## config.mk

```make
export PLATFORM = sky130hd
export DESIGN_NAME = add_nbits_seq
export DESIGN_NICKNAME = d
export VERILOG_FILES = /design/src/rtl/add_pkg.sv /design/src/rtl/add_nbits.sv /design/src/rtl/full_adder.sv /design/src/rtl/add_nbits_seq.sv
export SDC_FILE = /design/constraint.sdc
export NUM_CORES = 1
export LEC_CHECK = 0
export CORE_MARGIN = 3
export CORE_UTILIZATION = 49
export CTS_CLUSTER_DIAMETER = 100
export CTS_CLUSTER_SIZE = 16
export DETAILED_ROUTE_END_ITERATION = 7
export DONT_BUFFER_PORTS = 1
export GPL_TIMING_DRIVEN = 1
export HOLD_SLACK_MARGIN = 0.03
export PLACE_DENSITY = 0.66
export SLEW_MARGIN = 40
export SYNTH_ARGS = -nofsm -noshare
export SYNTH_HDL_FRONTEND = slang
export SYNTH_HIERARCHICAL = 1
export SYNTH_SLANG_ARGS = --single-unit
```

## constraint.sdc

```tcl
create_clock -name i_clk -period 4.7 [get_ports i_clk]
set_input_delay 0.47 -clock i_clk [delete_from_list [all_inputs] [get_ports i_clk]]
set_output_delay 0.47 -clock i_clk [all_outputs]
set_load 0.02 [all_outputs]
```

## src/rtl/add_pkg.sv

```systemverilog
// Shared types and helpers for the segmented adder/subtractor.
// Used by the FP multiplier mantissa/exponent paths.
package add_pkg;

  typedef enum logic [1:0] {
    IDLE,
    BUSY,
    DONE
  } state_t;

  function automatic int ceil_div(
    input int a,
    input int b
  );
    return (a + b - 1) / b;
  endfunction

endpackage

```

## src/rtl/add_nbits.sv

```systemverilog
// N-bit combinational ripple-carry adder.
// One instance is time-shared across all segments.
module add_nbits #(
  parameter int N = 8
) (
  input  logic [N-1:0] i_data_one,
  input  logic [N-1:0] i_data_two,
  input  logic         i_carry,
  output logic [N-1:0] o_data,
  output logic         o_carry
);

  logic [N:0] c;

  assign c[0] = i_carry;

  for (genvar i = 0; i < N; i++) begin : g_fa
    full_adder u_fa (
      .i_a     (i_data_one[i]),
      .i_b     (i_data_two[i]),
      .i_carry (c[i]),
      .o_sum   (o_data[i]),
      .o_carry (c[i+1])
    );
  end

  assign o_carry = c[N];

endmodule

```

## src/rtl/full_adder.sv

```systemverilog
// Single-bit full adder cell.
// Building block of the ripple segment adder.
module full_adder (
  input  logic i_a,
  input  logic i_b,
  input  logic i_carry,
  output logic o_sum,
  output logic o_carry
);

  logic p;

  assign p       = i_a ^ i_b;
  assign o_sum   = p ^ i_carry;
  assign o_carry = (i_a & i_b) | (i_carry & p);

endmodule

```

## src/rtl/add_nbits_seq.sv

```systemverilog
// Multi-cycle add/sub: SEG_W bits per cycle, carry rippled
// through a register between segments, valid/ready on both sides.
module add_nbits_seq
  import add_pkg::*;
#(
  parameter int WIDTH = 26,
  parameter int SEG_W = 8
) (
  input  logic             i_clk,
  input  logic             i_rst_n,
  input  logic             i_valid,
  output logic             o_ready,
  input  logic [WIDTH-1:0] i_data_one,
  input  logic [WIDTH-1:0] i_data_two,
  input  logic             i_carry,
  input  logic             i_sub,
  output logic             o_valid,
  input  logic             i_ready,
  output logic [WIDTH-1:0] o_data,
  output logic             o_carry,
  output logic             o_overflow
);

  localparam int SEG_OK = (SEG_W < 1) ? 1 : SEG_W;
  localparam int NSEG   = ceil_div(WIDTH, SEG_OK);
  localparam int PW     = NSEG * SEG_OK;
  localparam int CW     = $clog2(NSEG + 1);

  if (SEG_W < 1 || SEG_W > WIDTH) begin : g_bad_seg
    $error("add_nbits_seq: SEG_W must be in 1..WIDTH");
  end

  state_t state;
  state_t state_nxt;

  logic [CW-1:0]    seg;
  logic [PW-1:0]    op_a;
  logic [PW-1:0]    op_b;
  logic [PW-1:0]    res;
  logic [PW-1:0]    res_nxt;
  logic [PW-1:0]    a_pad;
  logic [PW-1:0]    b_pad;
  logic             carry;
  logic             run_q;
  logic             accept;
  logic             step;
  logic             last;
  int               seg_idx;
  logic [SEG_W-1:0] seg_a;
  logic [SEG_W-1:0] seg_b;
  logic [SEG_W-1:0] seg_sum;
  logic             seg_co;
  logic [WIDTH:0]   sum_w;

  // Subtraction is A + ~B + ~borrow; pad bits stay zero.
  always_comb begin
    a_pad = '0;
    b_pad = '0;
    a_pad[WIDTH-1:0] = i_data_one;
    b_pad[WIDTH-1:0] = i_sub ? ~i_data_two : i_data_two;
  end

  assign last    = (seg == CW'(NSEG - 1));
  assign seg_idx = (int'(seg) < NSEG) ? int'(seg) : 0;

  always_comb begin
    seg_a   = op_a[seg_idx*SEG_W +: SEG_W];
    seg_b   = op_b[seg_idx*SEG_W +: SEG_W];
    res_nxt = res;
    res_nxt[seg_idx*SEG_W +: SEG_W] = seg_sum;
  end

  add_nbits #(
    .N (SEG_W)
  ) u_add (
    .i_data_one (seg_a),
    .i_data_two (seg_b),
    .i_carry    (carry),
    .o_data     (seg_sum),
    .o_carry    (seg_co)
  );

  // Bit WIDTH of the padded sum is the true carry-out.
  if (PW == WIDTH) begin : g_full
    assign sum_w = {seg_co, res_nxt};
  end else begin : g_part
    assign sum_w = res_nxt[WIDTH:0];
  end

  always_ff @(posedge i_clk) begin
    if (!i_rst_n) begin
      state <= IDLE;
    end else begin
      state <= state_nxt;
    end
  end

  always_comb begin
    state_nxt = state;
    o_ready   = 1'b0;
    o_valid   = 1'b0;
    accept    = 1'b0;
    step      = 1'b0;
    unique case (state)
      IDLE: begin
        o_ready = run_q;
        if (i_valid && run_q) begin
          accept    = 1'b1;
          state_nxt = BUSY;
        end
      end
      BUSY: begin
        step = 1'b1;
        if (last) begin
          state_nxt = DONE;
        end
      end
      DONE: begin
        o_valid = 1'b1;
        if (i_ready) begin
          state_nxt = IDLE;
        end
      end
      default: state_nxt = IDLE;
    endcase
  end

  always_ff @(posedge i_clk) begin
    if (!i_rst_n) begin
      run_q      <= 1'b0;
      seg        <= '0;
      op_a       <= '0;
      op_b       <= '0;
      res        <= '0;
      carry      <= 1'b0;
      o_data     <= '0;
      o_carry    <= 1'b0;
      o_overflow <= 1'b0;
    end else begin
      run_q <= 1'b1;
      if (accept) begin
        op_a  <= a_pad;
        op_b  <= b_pad;
        carry <= i_carry ^ i_sub;
        seg   <= '0;
      end else if (step) begin
        res   <= res_nxt;
        carry <= seg_co;
        seg   <= seg + CW'(1);
        if (last) begin
          o_data     <= sum_w[WIDTH-1:0];
          o_carry    <= sum_w[WIDTH];
          o_overflow <= (op_a[WIDTH-1] == op_b[WIDTH-1]) &&
                        (sum_w[WIDTH-1] != op_a[WIDTH-1]);
        end
      end
    end
  end

endmodule
```

==> flow_metrics.env <==
export IMPL_end_kind="flip-flop"
export IMPL_synthCells=599
export IMPL_switching_share_pct=23.60
export IMPL_netlist_cell_type_count=42
export IMPL_intPower_mw=1.834
export IMPL_post_cts_buffers=0
export IMPL_ctsHtreeMaxLevel=4
export IMPL_gp_congestion=0.8245
export IMPL_cp_start_kind="flip-flop"
export IMPL_synth_nets=669
export IMPL_chipWidth_microns=109.7
export IMPL_routed_wl_microns=11930
export IMPL_dp_hpwl_microns=8187
export IMPL_fin_nets=657
export IMPL_regArea_sq_um=2286
export IMPL_die_area_sq_um=12040
export IMPL_critPathMaxFanout=4
export IMPL_netlist_area_sq_um=5273
export IMPL_ant_nets=0
export IMPL_p_leak_nw=2.023
export IMPL_yosysTopAreaCell="dfxtp_1"
export IMPL_synth_top_area_share_pct=43.28
export IMPL_place_area_sq_um=5323
export IMPL_synthArstFlopShare_pct=0
export IMPL_core_area_sq_um=10420
export IMPL_hold_violations=0
export IMPL_critPathKind="reg -> reg"
export IMPL_clkSinkCount=114
export IMPL_finalMaxSlewViolations=0
export IMPL_critPathArrivalTime_ps=4950
export IMPL_power_frac_clock_pct=47.8
export IMPL_pwr_share_seq_pct=42.6
export IMPL_drc=0
export IMPL_rsz0062_at_grt="true"
export IMPL_avgSynthCellArea_sq_um=8.802
export IMPL_vias=4057
export IMPL_antenna_found_initial=0
export IMPL_grt_use_total_pct=20.61
export IMPL_clk_pin_slew_worst_paths_ps=50
export IMPL_irDropWorstVdd_v=0.0002476
export IMPL_start_util_pct=50.62
export IMPL_period_share_pct=97.49
export IMPL_cap_violations=0
export IMPL_yosysSeqAreaShare_pct=43.28
export IMPL_ys_ff_latch=114
export IMPL_drt_pass1_iterations=5
export IMPL_fill_cells=929
export IMPL_pwr_share_comb_pct=9.5
export IMPL_cts_buffers=17
export IMPL_setup_viol=0
export IMPL_critical_path_required_ps=5070
export IMPL_antennaDiodeCount=0
export IMPL_cts_tree="yes"
export IMPL_multiInputGateArea_sq_um=2776
export IMPL_vias_per_cell=5.542
export IMPL_drive_above_1_share_pct=13.93
export IMPL_clockBufferDepth=2
export IMPL_fin_worst_skew_ps=7.835
export IMPL_design_area_sq_um=5902
export IMPL_ys_flop_type="dfxtp_1"
export IMPL_status="complete, no violations"
export IMPL_grt_pass1_vias=3830
export IMPL_yosysWarnings=6
export IMPL_grt_overflow=0
export IMPL_grt_pass1_wl_microns=19180
export IMPL_hold_ws_ps=92.91
export IMPL_post_drt_wl_per_cell_microns=16.30
export IMPL_grt_max_degree=79
export IMPL_yosysMostFrequentCell="dfxtp_1"
export IMPL_root_buffer="clkbuf_8"
export IMPL_worst_pin_slew_ps=758.0
export IMPL_min_path_type="in -> reg"
export IMPL_port_buffers=0
export IMPL_synth_edf_count=0
export IMPL_min_period_ps=4582
export IMPL_setup_tns_ps=0
export IMPL_fmax_mhz=218.2
export IMPL_power_density_nw_per_um2=406.7
export IMPL_num_rows=37
export IMPL_p_sw_mw=0.5666
export IMPL_synth_area_leaders="dfxtp_1, nand2_1, a21oi_1, o21ai_0, mux2i_1"
export IMPL_io_pins=88
export IMPL_insertion_delay_ps=510
export IMPL_relSlewSlack_pct=49.46
export IMPL_drtIter0Drc=286
export IMPL_syn_to_final_growth_pct=11.94
export IMPL_die_h_microns=109.7
export IMPL_synthTopCellsByCount="dfxtp_1, nand2_1, a21oi_1, o21ai_0, nor2_1"
==> routing by layer <==
layer | share of wire, % | global-route usage (%) | vias to the layer above
met1 | 44 | 26.38 | 1914
met5 | 0 | 0 | -
met3 | 6.6 | 6.577 | 6
met4 | 0.43 | 5.076 | 0
met2 | 49 | 33.78 | 104
li1 | - | - | 2033
==> stage by stage <==
step	std cells	power, mW	util [%]	setup WS [ps]
5_1_grt	732	2.497	56.66	-36.59
4_1_cts	732	2.420	56.29	29.76
3_5_place_dp	703	1.266	51.10	-63.84
3_3_place_gp	703	1.259	51.03	29.64
2_1_floorplan	599	1.223	-	32.57
6_report	732	2.401	56.66	118.0
==> cell usage in the layout, fill, tap and decap left out, types with 2 or more instances in the layout <==
master	netlist	routed
a21boi_0	8	7
nand2b_1	5	5
a21oi_1	61	60
mux2_2	4	3
a22oi_1	16	14
a211oi_2	10	10
dfxtp_1	114	113
nor2b_1	22	20
a22oi_2	0	2
o21ai_0	52	49
a32oi_1	3	3
a211oi_1	16	16
nor2_1	32	32
xnor2_1	27	27
nand2_1	104	103
clkinv_2	0	6
buf_4	9	13
clkbuf_8	0	5
o21ai_2	0	2
a31oi_1	3	3
ha_1	4	4
mux2i_1	24	24
fa_2	0	7
and2_1	10	8
a21boi_1	1	2
inv_1	3	3
nand3_1	9	9
and3_1	2	2
clkbuf_16	0	16
==> flip-flops by register name (all words and copies together), names as in the netlist <==
register / cells
op_a: 26
o_overflow: 1
op_b: 26
seg: 3
res: 27
o_carry: 1
state: 2
o_data: 26
run_q: 1
carry: 1
==> final cells by class <==
type,instances,share of cell area [%]
Timing Repair Buffer,15,2.014
Multi-Input combinational cell,434,47.04
Clock inverter,7,1.018
Sequential cell,114,38.73
Tap cell,136,2.883
Inverter,5,0.3604
Clock buffer,21,7.950
==> power groups by stage <==
| stage | logic, mW | registers [mW] | clock network [mW] |
|---|---|---|---|
| 5_1_grt | 0.253 | 1.03 | 1.22 |
| 6_report | 0.229 | 1.02 | 1.15 |
| 4_1_cts | 0.225 | 1.02 | 1.17 |
| 3_3_place_gp | 0.218 | 1.04 | 0 |
| 3_5_place_dp | 0.224 | 1.04 | 0 |
| 2_1_floorplan | 0.189 | 1.03 | 0 |
==> cell families after synthesis <==
family / count (synthesis) / share of synthesized area, %
muxes: 28 / 5.410
adders and majority gates: 12 / 3.987
buffers and inverters: 51 / 5.173
AOI/OAI and AO/OA: 174 / 20.81
and+or+nand+nor: 192 / 16.68
DFF: 114 / 43.28
xor gates and xnor gates: 28 / 4.651
==> final timing paths <==
check / from / endpoint / slack [ps] / cells after the start
setup / recovery: seg[0]$_SDFFE_PP0N_ / o_data[15]$_SDFFE_PN0P_ / 120 / 14
setup reg to reg: seg[0]$_SDFFE_PP0N_ / o_data[15]$_SDFFE_PN0P_ / 120 / 14
hold / removal: i_data_one[14] / op_a[14]$_SDFFE_PN0P_ / 90 / 2
hold reg to reg: op_a[16]$_SDFFE_PN0P_ / op_a[16]$_SDFFE_PN0P_ / 450 / 2
==> critical path: stages (launching register included) <==
cell	delay [ps]
dfxtp_4	360
mux2_2	340
a22oi_2	140
o21ai_2	90
fa_2	360
fa_2	400
fa_2	370
fa_2	370
fa_2	370
fa_2	380
fa_2	370
fa_1	490
and2_4	180
mux2i_1	140
a21oi_1	80
==> what timing repair did <==
item,4_1_cts,5_1_grt
endpoints found under the hold margin,1,0
gates cloned,0,0
pin swaps,5,14
resized for setup,2,12
hold buffers,1,0
setup endpoints to repair,5,6
No activity file was read; power rests on OpenSTA's default activity.
